[src/rtl/pwr_relay_sequencer_pkg.sv]
// Shared definitions for the power relay sequencer: FSM state encoding,
// relay bit positions and the default step-delay width.
package pwr_relay_sequencer_pkg;

    // Sequencer states; the encoding is also exposed on the debug port.
    typedef enum logic [1:0] {
        ST_IDLE = 2'd0,
        ST_WAIT = 2'd1,
        ST_TRIP = 2'd2
    } state_t;

    // Relay bit map shared by req and pwr.
    localparam int RAIL1      = 0;
    localparam int RAIL2      = 1;
    localparam int RAIL3      = 2;
    localparam int GND_BIT    = 3;
    localparam int N_RAIL_DEF = 3;
    localparam int DLY_W_DEF  = 8;

endpackage

[src/rtl/pwr_relay_sequencer_step_select.sv]
// Combinational next-change picker. Given the present relay state and the
// effective target, it selects the single relay to toggle next:
//   1. highest rail that must turn off
//   2. GND on when the target wants it
//   3. GND off once all rails are off
//   4. lowest rail that must turn on
// chg_mask is one-hot (or zero when pwr already equals tgt).
module pwr_step_select
    import pwr_relay_sequencer_pkg::*;
#(
    parameter int N_RAIL = N_RAIL_DEF
) (
    input  logic [N_RAIL:0] pwr_i,
    input  logic [N_RAIL:0] tgt_i,
    output logic [N_RAIL:0] chg_mask_o,
    output logic            chg_valid_o
);

    logic [N_RAIL-1:0] off_m;
    logic [N_RAIL-1:0] on_m;

    assign off_m = pwr_i[N_RAIL-1:0] & ~tgt_i[N_RAIL-1:0];
    assign on_m  = tgt_i[N_RAIL-1:0] & ~pwr_i[N_RAIL-1:0];

    // Priority pick of the one relay that changes on the next step.
    always_comb begin
        chg_mask_o = '0;
        if (|off_m) begin
            // Ascending scan: the last hit is the highest-index rail.
            for (int i = 0; i < N_RAIL; i++) begin
                if (off_m[i]) begin
                    chg_mask_o    = '0;
                    chg_mask_o[i] = 1'b1;
                end
            end
        end else if (tgt_i[N_RAIL] && !pwr_i[N_RAIL]) begin
            chg_mask_o[N_RAIL] = 1'b1;
        end else if (!tgt_i[N_RAIL] && pwr_i[N_RAIL] && (pwr_i[N_RAIL-1:0] == '0)) begin
            chg_mask_o[N_RAIL] = 1'b1;
        end else if (|on_m) begin
            // Descending scan: the last hit is the lowest-index rail.
            for (int i = N_RAIL - 1; i >= 0; i--) begin
                if (on_m[i]) begin
                    chg_mask_o    = '0;
                    chg_mask_o[i] = 1'b1;
                end
            end
        end
    end

    assign chg_valid_o = |chg_mask_o;

endmodule

[src/rtl/pwr_relay_sequencer.sv]
// Power relay sequencer: walks the GND + rail relays one change at a time
// toward the requested pattern, waiting step_dly ticks after each change.
// Power-up order GND, rail1..3; power-down is the reverse. alert_n low trips
// every relay off at once.
// Optional macro PWR_SEQ_TRIP_LATCH_EN: when defined, TRIP is left only by a
// clr_fault pulse with alert_n high; otherwise TRIP is left once alert_n is
// high and the effective target is all-off, and clr_fault is ignored.
module pwr_relay_sequencer
    import pwr_relay_sequencer_pkg::*;
#(
    parameter int DLY_W  = DLY_W_DEF,
    parameter int N_RAIL = N_RAIL_DEF
) (
    input  logic              clk,
    input  logic              reset,
    input  logic [N_RAIL:0]   req,
    input  logic [DLY_W-1:0]  step_dly,
    input  logic              tick,
    input  logic              alert_n,
    input  logic              clr_fault,
    output logic [N_RAIL:0]   pwr,
    output logic              busy,
    output logic              fault,
    output logic [1:0]        dbg_state
);

    state_t            state_q;
    logic [N_RAIL:0]   pwr_q;
    logic [N_RAIL:0]   pwr_d;
    logic [DLY_W-1:0]  cnt_q;
    logic              fault_q;
    logic [N_RAIL:0]   tgt;
    logic [N_RAIL:0]   chg_mask;
    logic              chg_valid;

    // Rails are never energised without GND, so a request lacking GND means all-off.
    assign tgt = req[N_RAIL] ? req : '0;

    pwr_step_select #(
        .N_RAIL (N_RAIL)
    ) u_step_select (
        .pwr_i       (pwr_q),
        .tgt_i       (tgt),
        .chg_mask_o  (chg_mask),
        .chg_valid_o (chg_valid)
    );

    assign pwr_d = pwr_q ^ chg_mask;

`ifndef PWR_SEQ_TRIP_LATCH_EN
    logic unused_clr_fault;
    assign unused_clr_fault = clr_fault;
`endif

    // Sequencer FSM with the step-delay counter; a trip overrides everything.
    always_ff @(posedge clk or posedge reset) begin
        if (reset) begin
            state_q <= ST_IDLE;
            pwr_q   <= '0;
            cnt_q   <= '0;
            fault_q <= 1'b0;
        end else if (!alert_n) begin
            state_q <= ST_TRIP;
            pwr_q   <= '0;
            cnt_q   <= '0;
            fault_q <= 1'b1;
        end else begin
            case (state_q)
                ST_IDLE: begin
                    if (chg_valid) begin
                        pwr_q <= pwr_d;
                        // step_dly is sampled here; a tick this cycle is not counted.
                        if (step_dly != '0) begin
                            cnt_q   <= step_dly;
                            state_q <= ST_WAIT;
                        end
                    end
                end
                ST_WAIT: begin
                    if (tick && (cnt_q != '0)) begin
                        cnt_q <= cnt_q - DLY_W'(1);
                        if (cnt_q == DLY_W'(1)) begin
                            state_q <= ST_IDLE;
                        end
                    end
                end
                ST_TRIP: begin
`ifdef PWR_SEQ_TRIP_LATCH_EN
                    if (clr_fault) begin
                        state_q <= ST_IDLE;
                        fault_q <= 1'b0;
                    end
`else
                    if (tgt == '0) begin
                        state_q <= ST_IDLE;
                        fault_q <= 1'b0;
                    end
`endif
                end
                default: begin
                    state_q <= ST_IDLE;
                end
            endcase
        end
    end

    assign pwr       = pwr_q;
    assign fault     = fault_q;
    assign busy      = (state_q != ST_IDLE) || (pwr_q != tgt);
    assign dbg_state = state_q;

endmodule

[config.mk]
export PLATFORM = sky130hd
export DESIGN_NAME = pwr_relay_sequencer
export DESIGN_NICKNAME = d
export VERILOG_FILES = /design/src/rtl/pwr_relay_sequencer_pkg.sv /design/src/rtl/pwr_relay_sequencer_step_select.sv /design/src/rtl/pwr_relay_sequencer.sv
export SDC_FILE = /design/constraint.sdc
export NUM_CORES = 1
export LEC_CHECK = 0
export CORE_UTILIZATION = 25
export DETAILED_ROUTE_END_ITERATION = 6
export PLACE_DENSITY = 0.46
export SKIP_LAST_GASP = 1
export SYNTH_ARGS = -nofsm -noshare
export SYNTH_HDL_FRONTEND = slang
export SYNTH_SLANG_ARGS = --single-unit
[constraint.sdc]
create_clock -name clk -period 2.9 [get_ports clk]
set_input_delay 0.725 -clock clk [delete_from_list [all_inputs] [get_ports clk]]
set_output_delay 0.725 -clock clk [all_outputs]
set_load 0.01 [all_outputs]
# Word-level counts from Yosys, hierarchy flattened
# Cells that the tools add are included.
# word_totals
ff_bits	15
out_inout_bits	8
word_cells	75
# op_classes
n_mux	31
addsub	1
n_eq_ne	14
reduce_logical	20
bitwise	5
# op_table
operator	count
two-way mux 8 bit	4
two-way mux 4 bit	7
case mux 8 bit (2 select lines)	1
nonzero test 8 bit	2
two-way mux 3 bit	5
inequality test 3 bit, second input constant	5
two-way mux 2 bit	7
equality test 8 x 1 -> 1 bit, second input constant	1
inequality test 2 x 1 -> 1 bit, second input constant	4
subtractor 8 x 1 -> 8 bit, second input constant	1
AND 3 bit	2
two-way mux 1 bit	6
inverter 3 bit	2
case mux 2 bit (3 select lines)	1
OR reduction 3 bit	2
AND reduction 5 bit	1
logical AND 1 bit	4
logical NOT 4 bit	1
inequality test 4 bit	1
AND reduction 2 bit	2
AND reduction 4 bit	1
OR reduction 4 bit	1
bitwise XOR 4 bit	1
logical NOT 3 bit	1
7 further kinds	8

# Depth between registers and ports, before layout
# Gate-level depths: netlist of the first run.
# logic_depth
ltp_word	13
depth_mapped	9
depth_no_buf	8

# Hierarchy
# From an unflattened synthesis of the first run, not the netlist that was laid out.
# unflattened
hier_cells	136
hier_area_um2	1176.1
# modules_own_cells
module	cells_each	n_inst	area_each_um2	seq_area_each_um2
pwr_relay_sequencer	113	1	1047.3	375.4
pwr_step_select	23	1	128.9	0.0

# Least setup slack after synthesis of the first run
# Ideal clock, no wire load.
# synth_timing
path_type	in2out
from	input req[1]
to	output busy
n_path_buf	0
setup_slack_ps	614
cell_stages	4
arrival_ps	1561
cell_sequence	and2_1 -> ha_1 -> nand4_1 -> or3_1
# synth_via
elab_chain_cells	3
# synth_lines
item	line_no	rtl
from (decl)	pwr_relay_sequencer.sv:16	input logic [N_RAIL:0] req,
two-way mux 4 bit	pwr_relay_sequencer.sv:37	assign tgt = req[N_RAIL] ? req : '0;
inequality test 4 bit	pwr_relay_sequencer.sv:109	assign busy = (state_q != ST_IDLE) || (pwr_q != tgt);
logical OR 1 bit	pwr_relay_sequencer.sv:109	
to (decl)	pwr_relay_sequencer.sv:22	output logic busy,
# Every way passes these cells.

# Final worst setup path of the first run
# Ends and elaborated chain as after synthesis.

==> results of run 1 <==
-- report_power, final --
part           internal (uW)  switching, uW  leakage (uW)  total, uW
clock                   95.3           84.7     0.0000255        180
sequential               225           25.1      0.000197        250
combinational            101            106      0.000426        207
total                    421            216      0.000649        637
-- worst min-delay path by stage --
| stage | start | end | cells after the start |
|---|---|---|---|
| finish | fault | fault | 2 |
| CTS | fault | fault | 2 |
| detailed placement | fault | fault | 2 |
| floorplan | cnt_q[7] | cnt_q[7] | 2 |
| global route | fault | fault | 2 |
| global placement | fault | fault | 2 |
-- through the flow --
stage / std cells / total power [uW] / area, um2 / setup slack (ns)
2_1_floorplan: 140 / 381 / 1180 / 0.614
3_3_place_gp: 217 / 460 / 1510 / -0.360
3_5_place_dp: 217 / 462 / 1510 / -0.387
4_1_cts: 221 / 645 / 1550 / 0.0911
5_1_grt: 221 / 681 / 1550 / 0.00510
6_report: 221 / 637 / 1550 / 0.0982
-- synth_stat cells, types with 4 or more instances --
master | count | area (um2)
nand2_1 | 17 | 63.8
nor2_1 | 9 | 33.8
clkbuf_1 | 4 | 15.0
a211oi_1 | 6 | 45.0
nor4_1 | 6 | 37.5
ha_1 | 11 | 138
inv_1 | 16 | 60.1
o21ai_0 | 5 | 25.0
nand3_1 | 4 | 20.0
a21oi_1 | 10 | 50.1
dfrtp_1 | 15 | 375
-- state kept, by name, summed over array words and instances (netlist names) --
name,cells
cnt_q,8
fault,1
dbg_state,2
pwr,4
-- tightest hold or removal path: cells and delay by family, from the launching register on --
kind | cells | cell delay, ns
compound gates | 1 | 0.09
flops | 1 | 0.35
simple gates | 1 | 0.07
-- layer usage --
metal	part of all wire	global-route usage	vias to the layer above	routed length, um
met5	0	0	-	0
met3	0.027	0.0242	4	85
li1	-	-	555	-
met4	0.015	0.0489	0	47
met2	0.44	0.220	18	1400
met1	0.51	0.198	487	1620
-- final cells by class --
class / instances / area (um2) / share of cell area
clock buffers: 3 / 41.3 / 0.0267
clock inverters: 1 / 5.00 / 0.00324
inverters: 16 / 60.1 / 0.0388
multi-input cells: 103 / 716 / 0.463
flip-flops and latches: 15 / 375 / 0.243
well taps: 52 / 65.1 / 0.0421
repair buffers: 31 / 284 / 0.184
-- cells by family after synthesis --
group,after synthesis,synth area share
AND/OR/NAND/NOR,55,0.267
AO/OA/AOI/OAI,34,0.200
XOR/XNOR,3,0.0222
adder cells (fa/ha/maj),11,0.116
flip-flops,15,0.317
buffers and inverters,22,0.0772
-- cell usage in the layout, fill, tap and decap left out, drive strengths merged, types with 2 or more instances in the layout --
cell	instances
nand4	2
clkbuf	3
buf	9
or3	3
o32ai	3
a211oi	6
xnor2	3
a21oi	11
nand2	17
clkdlybuf4s50	21
nor2b	2
o21ai	5
ha	11
a21o	2
and2	2
inv	16
nor4	7
dfrtp	15
nor2	9
nand2b	2
a31oi	3
nand3	4
nor3	3
==> results.json, run 1 <==
{
  "cts-htree-levels": 1,
  "grt_max_degree": 16,
  "cts_tree": "done",
  "synth-edff-count": 0,
  "remaining_drc_errors": 0,
  "overflow": 0,
  "num_io_pins": 25,
  "path_clk_slew_ns": 0.07,
  "ys.flop_type": "dfrtp_1",
  "worst_pin_slew_ns": 0.622,
  "maxClockFrequency_mhz": 357,
  "port_buffers": 23,
  "die_h_um": 70.8,
  "path_buf_inv": 2,
  "cp_cell_sequence": "clkdlybuf4s50_1 -> and2_1 -> ha_1 -> nand4_1 -> or3_1 -> buf_2",
  "critPathSlowestCell": "clkdlybuf4s50_1",
  "num_vias": 1064,
  "post_cts_resized": 5,
  "grt_pass1_vias": 1134,
  "cts_max_path_buffers": 2,
  "dr.first_iter.drc_count": 83,
  "crit_type": "in2out",
  "finalSetupViolCount": 0,
  "critical_path_depth": 6,
  "post_cts_buffers": 0,
  "reg2regPathDepth": 6,
  "grt_pass1_wl_um": 5490,
  "endpoint_kind": "output pin",
  "initial_core_util": 0.266,
  "min_period_ns": 2.80,
  "yosysSeqAreaShare": 0.317,
  "antenna_found_initial": 0,
  "synth_fp_nets": 168,
  "diodes": 0,
  "p_leak_uw": 0.000649,
  "cts_sinks": 15,
  "cts_inserted_buffers": 3,
  "dieArea_um2": 5010,
  "yosys_warnings": 0,
  "synth-seq-cells": 15,
  "final_antenna_net_count": 0,
  "r2r_slack_ns": 0.66,
  "critPathLaunchType": "input port",
  "min_path_type": "reg2reg",
  "synth_area_per_cell_um2": 8.45,
  "rr_endpoint": "cnt_q[7]",
  "rows": 24,
  "clk_latency_ns": 0.25,
  "dp_hpwl_um": 2380,
  "synthArstFlopShare": 1.00,
  "drv_slew": 0,
  "fillCellCount": 473,
  "whs_ns": 0.539,
  "grt_usage": 0.141,
  "status": "finished, final reports clean",
  "cts_root_buf": "clkbuf_8",
  "cts-hold-fix-buffers": 0,
  "fin_skew_ns": 0.00228,
  "crit_required_ns": 2.17,
  "gp_congestion": 0.781,
  "drv_cap": 0,
  "coreArea_um2": 4440,
  "reg2reg_from": "dbg_state[0]",
  "firstDrtPassIters": 4,
  "layout.nets": 198,
  "wl_um": 3150,
  "cp-endpoint": "busy",
  "synth.distinct_cells": 34,
  "slew-limit-headroom": 0.585,
  "die_w_um": 70.8,
  "grt_setup_unrepaired": "no",
  "period_share": 0.966,
  "ir_drop_mv": 0.156,
  "utilization": 0.348,
  "setup_tns_ns": 0,
  "routed_via_density": 4.81,
  "hold_violations": 0,
  "crit_arrival_ns": 2.08,
  "power.density_nw_per_um2": 412,
  "crit_path_max_incr_delay_ns": 0.39,
  "synth_cells": 140,
  "critPathTopFamily": "simple AND/OR/NAND/NOR gates",
  "crit_start": "req[1]",
  "drive_above_1_share": 0.124,
  "areaGrowthSynthToFinish_pct": 30.8,
  "wl_per_cell_um": 14.2,
  "cp_max_fo": 2,
  "syn-cell-area_um2": 1180
}
No activity file was read; power rests on OpenSTA's default activity.
==> inputs of run 2 (changes only) <==
--- a/config.mk
+++ b/config.mk
@@ -5,6 +5,7 @@
 export SDC_FILE = /design/constraint.sdc
 export NUM_CORES = 1
 export LEC_CHECK = 0
+export CORE_ASPECT_RATIO = 0.7
 export CORE_UTILIZATION = 25
 export DETAILED_ROUTE_END_ITERATION = 6
 export PLACE_DENSITY = 0.46
==> results.json, run 2 (synthesis gave the netlist of run 1 again) <==
{
  "status": "complete, but fails checks",
  "failed_checks": "design-rule violations",
  "min_period_ns": 2.82,
  "endpoint_kind": "output pin",
  "path_clk_slew_ns": 0.06,
  "drv_cap": 0,
  "dp_hpwl_um": 2450,
  "initial_core_util": 0.267,
  "final_common_cell": "clkdlybuf4s50_1",
  "die_h_um": 59.5,
  "cts_max_path_buffers": 2,
  "power.density_nw_per_um2": 405,
  "grt_max_degree": 16,
  "min_path_type": "reg2reg",
  "diodes": 0,
  "slew-limit-headroom": 0.596,
  "gp_congestion": 0.836,
  "largest_register": "cnt_q",
  "whs_ns": 0.503,
  "remaining_drc_errors": 2,
  "crit_type": "in2out",
  "routed_via_density": 4.99,
  "cp_max_fo": 2,
  "die_w_um": 84.2,
  "port_buffers": 23,
  "antenna_found_initial": 0,
  "p_leak_uw": 0.000648,
  "dieArea_um2": 5010,
  "cts_inserted_buffers": 3,
  "wl_per_cell_um": 14.0,
  "num_vias": 1113,
  "dr.first_iter.drc_count": 105,
  "layout.nets": 197,
  "overflow": 0,
  "finalSetupViolCount": 0,
  "total_power_uw": 638,
  "grt_pass1_vias": 1109,
  "cts_root_buf": "clkbuf_8",
  "crit_arrival_ns": 2.09,
  "cts-htree-levels": 1,
  "grt_pass1_wl_um": 5460,
  "num_io_pins": 25,
  "cts_tree": "done",
  "wl_um": 3120,
  "fin_skew_ns": 0.00247,
  "ir_drop_mv": 0.164,
  "hold_violations": 0,
  "areaGrowthSynthToFinish_pct": 33.2,
  "cts_sinks": 15,
  "clk_latency_ns": 0.25,
  "cts-hold-fix-buffers": 0,
  "crit_required_ns": 2.17,
  "period_share": 0.971,
  "worst_pin_slew_ns": 0.605,
  "most-common-layout-cells": "clkdlybuf4s50_1, nand2_1, inv_1, dfrtp_1, a21oi_1",
  "critPathLaunchType": "input port",
  "largest_reg_flops": 8,
  "drv_slew": 0,
  "final_antenna_net_count": 0,
  "maxClockFrequency_mhz": 355,
  "drive_above_1_share": 0.155,
  "firstDrtPassIters": 6,
  "coreArea_um2": 4430,
  "grt_usage": 0.142,
  "rows": 20
}
## run 2: changes by cell type in the layout (fill, tap and decap cells not counted), sizes merged
| cell | before | now |
|---|---|---|
| buf | 9 | 8 |
## run 2: timing repair
item	4_1_cts	5_1_grt
pin swaps	0	2
setup buffers	0	1
gates cloned	0	0
endpoints found under the setup margin	1	1
resized for setup	5	6
## run 2: worst max-delay path: stages
cell	delay, ns
clkdlybuf4s50_1	0.40
and2_4	0.14
ha_1	0.27
nand4_1	0.08
or3_1	0.33
buf_2	0.14
## run 2: worst paths after layout
kind,start,depth (start not counted),to,slack (ns)
setup / recovery,req[2],6,busy,0.08
hold / removal,fault,2,fault,0.50
setup reg to reg,dbg_state[0],5,cnt_q[3],0.70
hold reg to reg,fault,2,fault,0.50
max in group asynchronous,reset,2,dbg_state[0],1.66
min in group asynchronous,reset,2,cnt_q[0],0.85
## run 2: area by class of cell
class	count	area, um2
Inverter	16	60.1
Clock buffer	3	41.3
Timing Repair Buffer	30	277
Clock inverter	1	5.00
Fill cell	472	2850
Multi-Input combinational cell	103	748
Sequential cell	15	375
Tap cell	55	68.8
## run 2: power breakdown
group	internal, uW	leakage (uW)	switching, uW
Combinational	102	0.000426	107
Sequential	225	0.000197	26.2
Clock	95.4	0.0000255	81.9
Total	423	0.000648	215
## run 2: through the flow
step | area, um2 | setup TNS (ns) | util | setup WS [ns] | instances
final | 1580 | 0 | 0.356 | 0.0837 | 223
after global routing | 1580 | -0.00219 | 0.356 | -0.00219 | 223
after CTS | 1540 | 0 | 0.347 | 0.0717 | 222
after detailed placement | 1500 | -0.369 | 0.338 | -0.369 | 218
after global placement | 1500 | -0.360 | 0.338 | -0.360 | 218
after floorplan | 1180 | 0 | - | 0.614 | 140
## run 2: routing by layer
layer	up-vias	GRT usage	wire length (um)
met5	-	0	0
met4	0	0.0345	21
met3	2	0.0348	189
met2	32	0.207	1300
met1	528	0.210	1610
li1	551	-	-
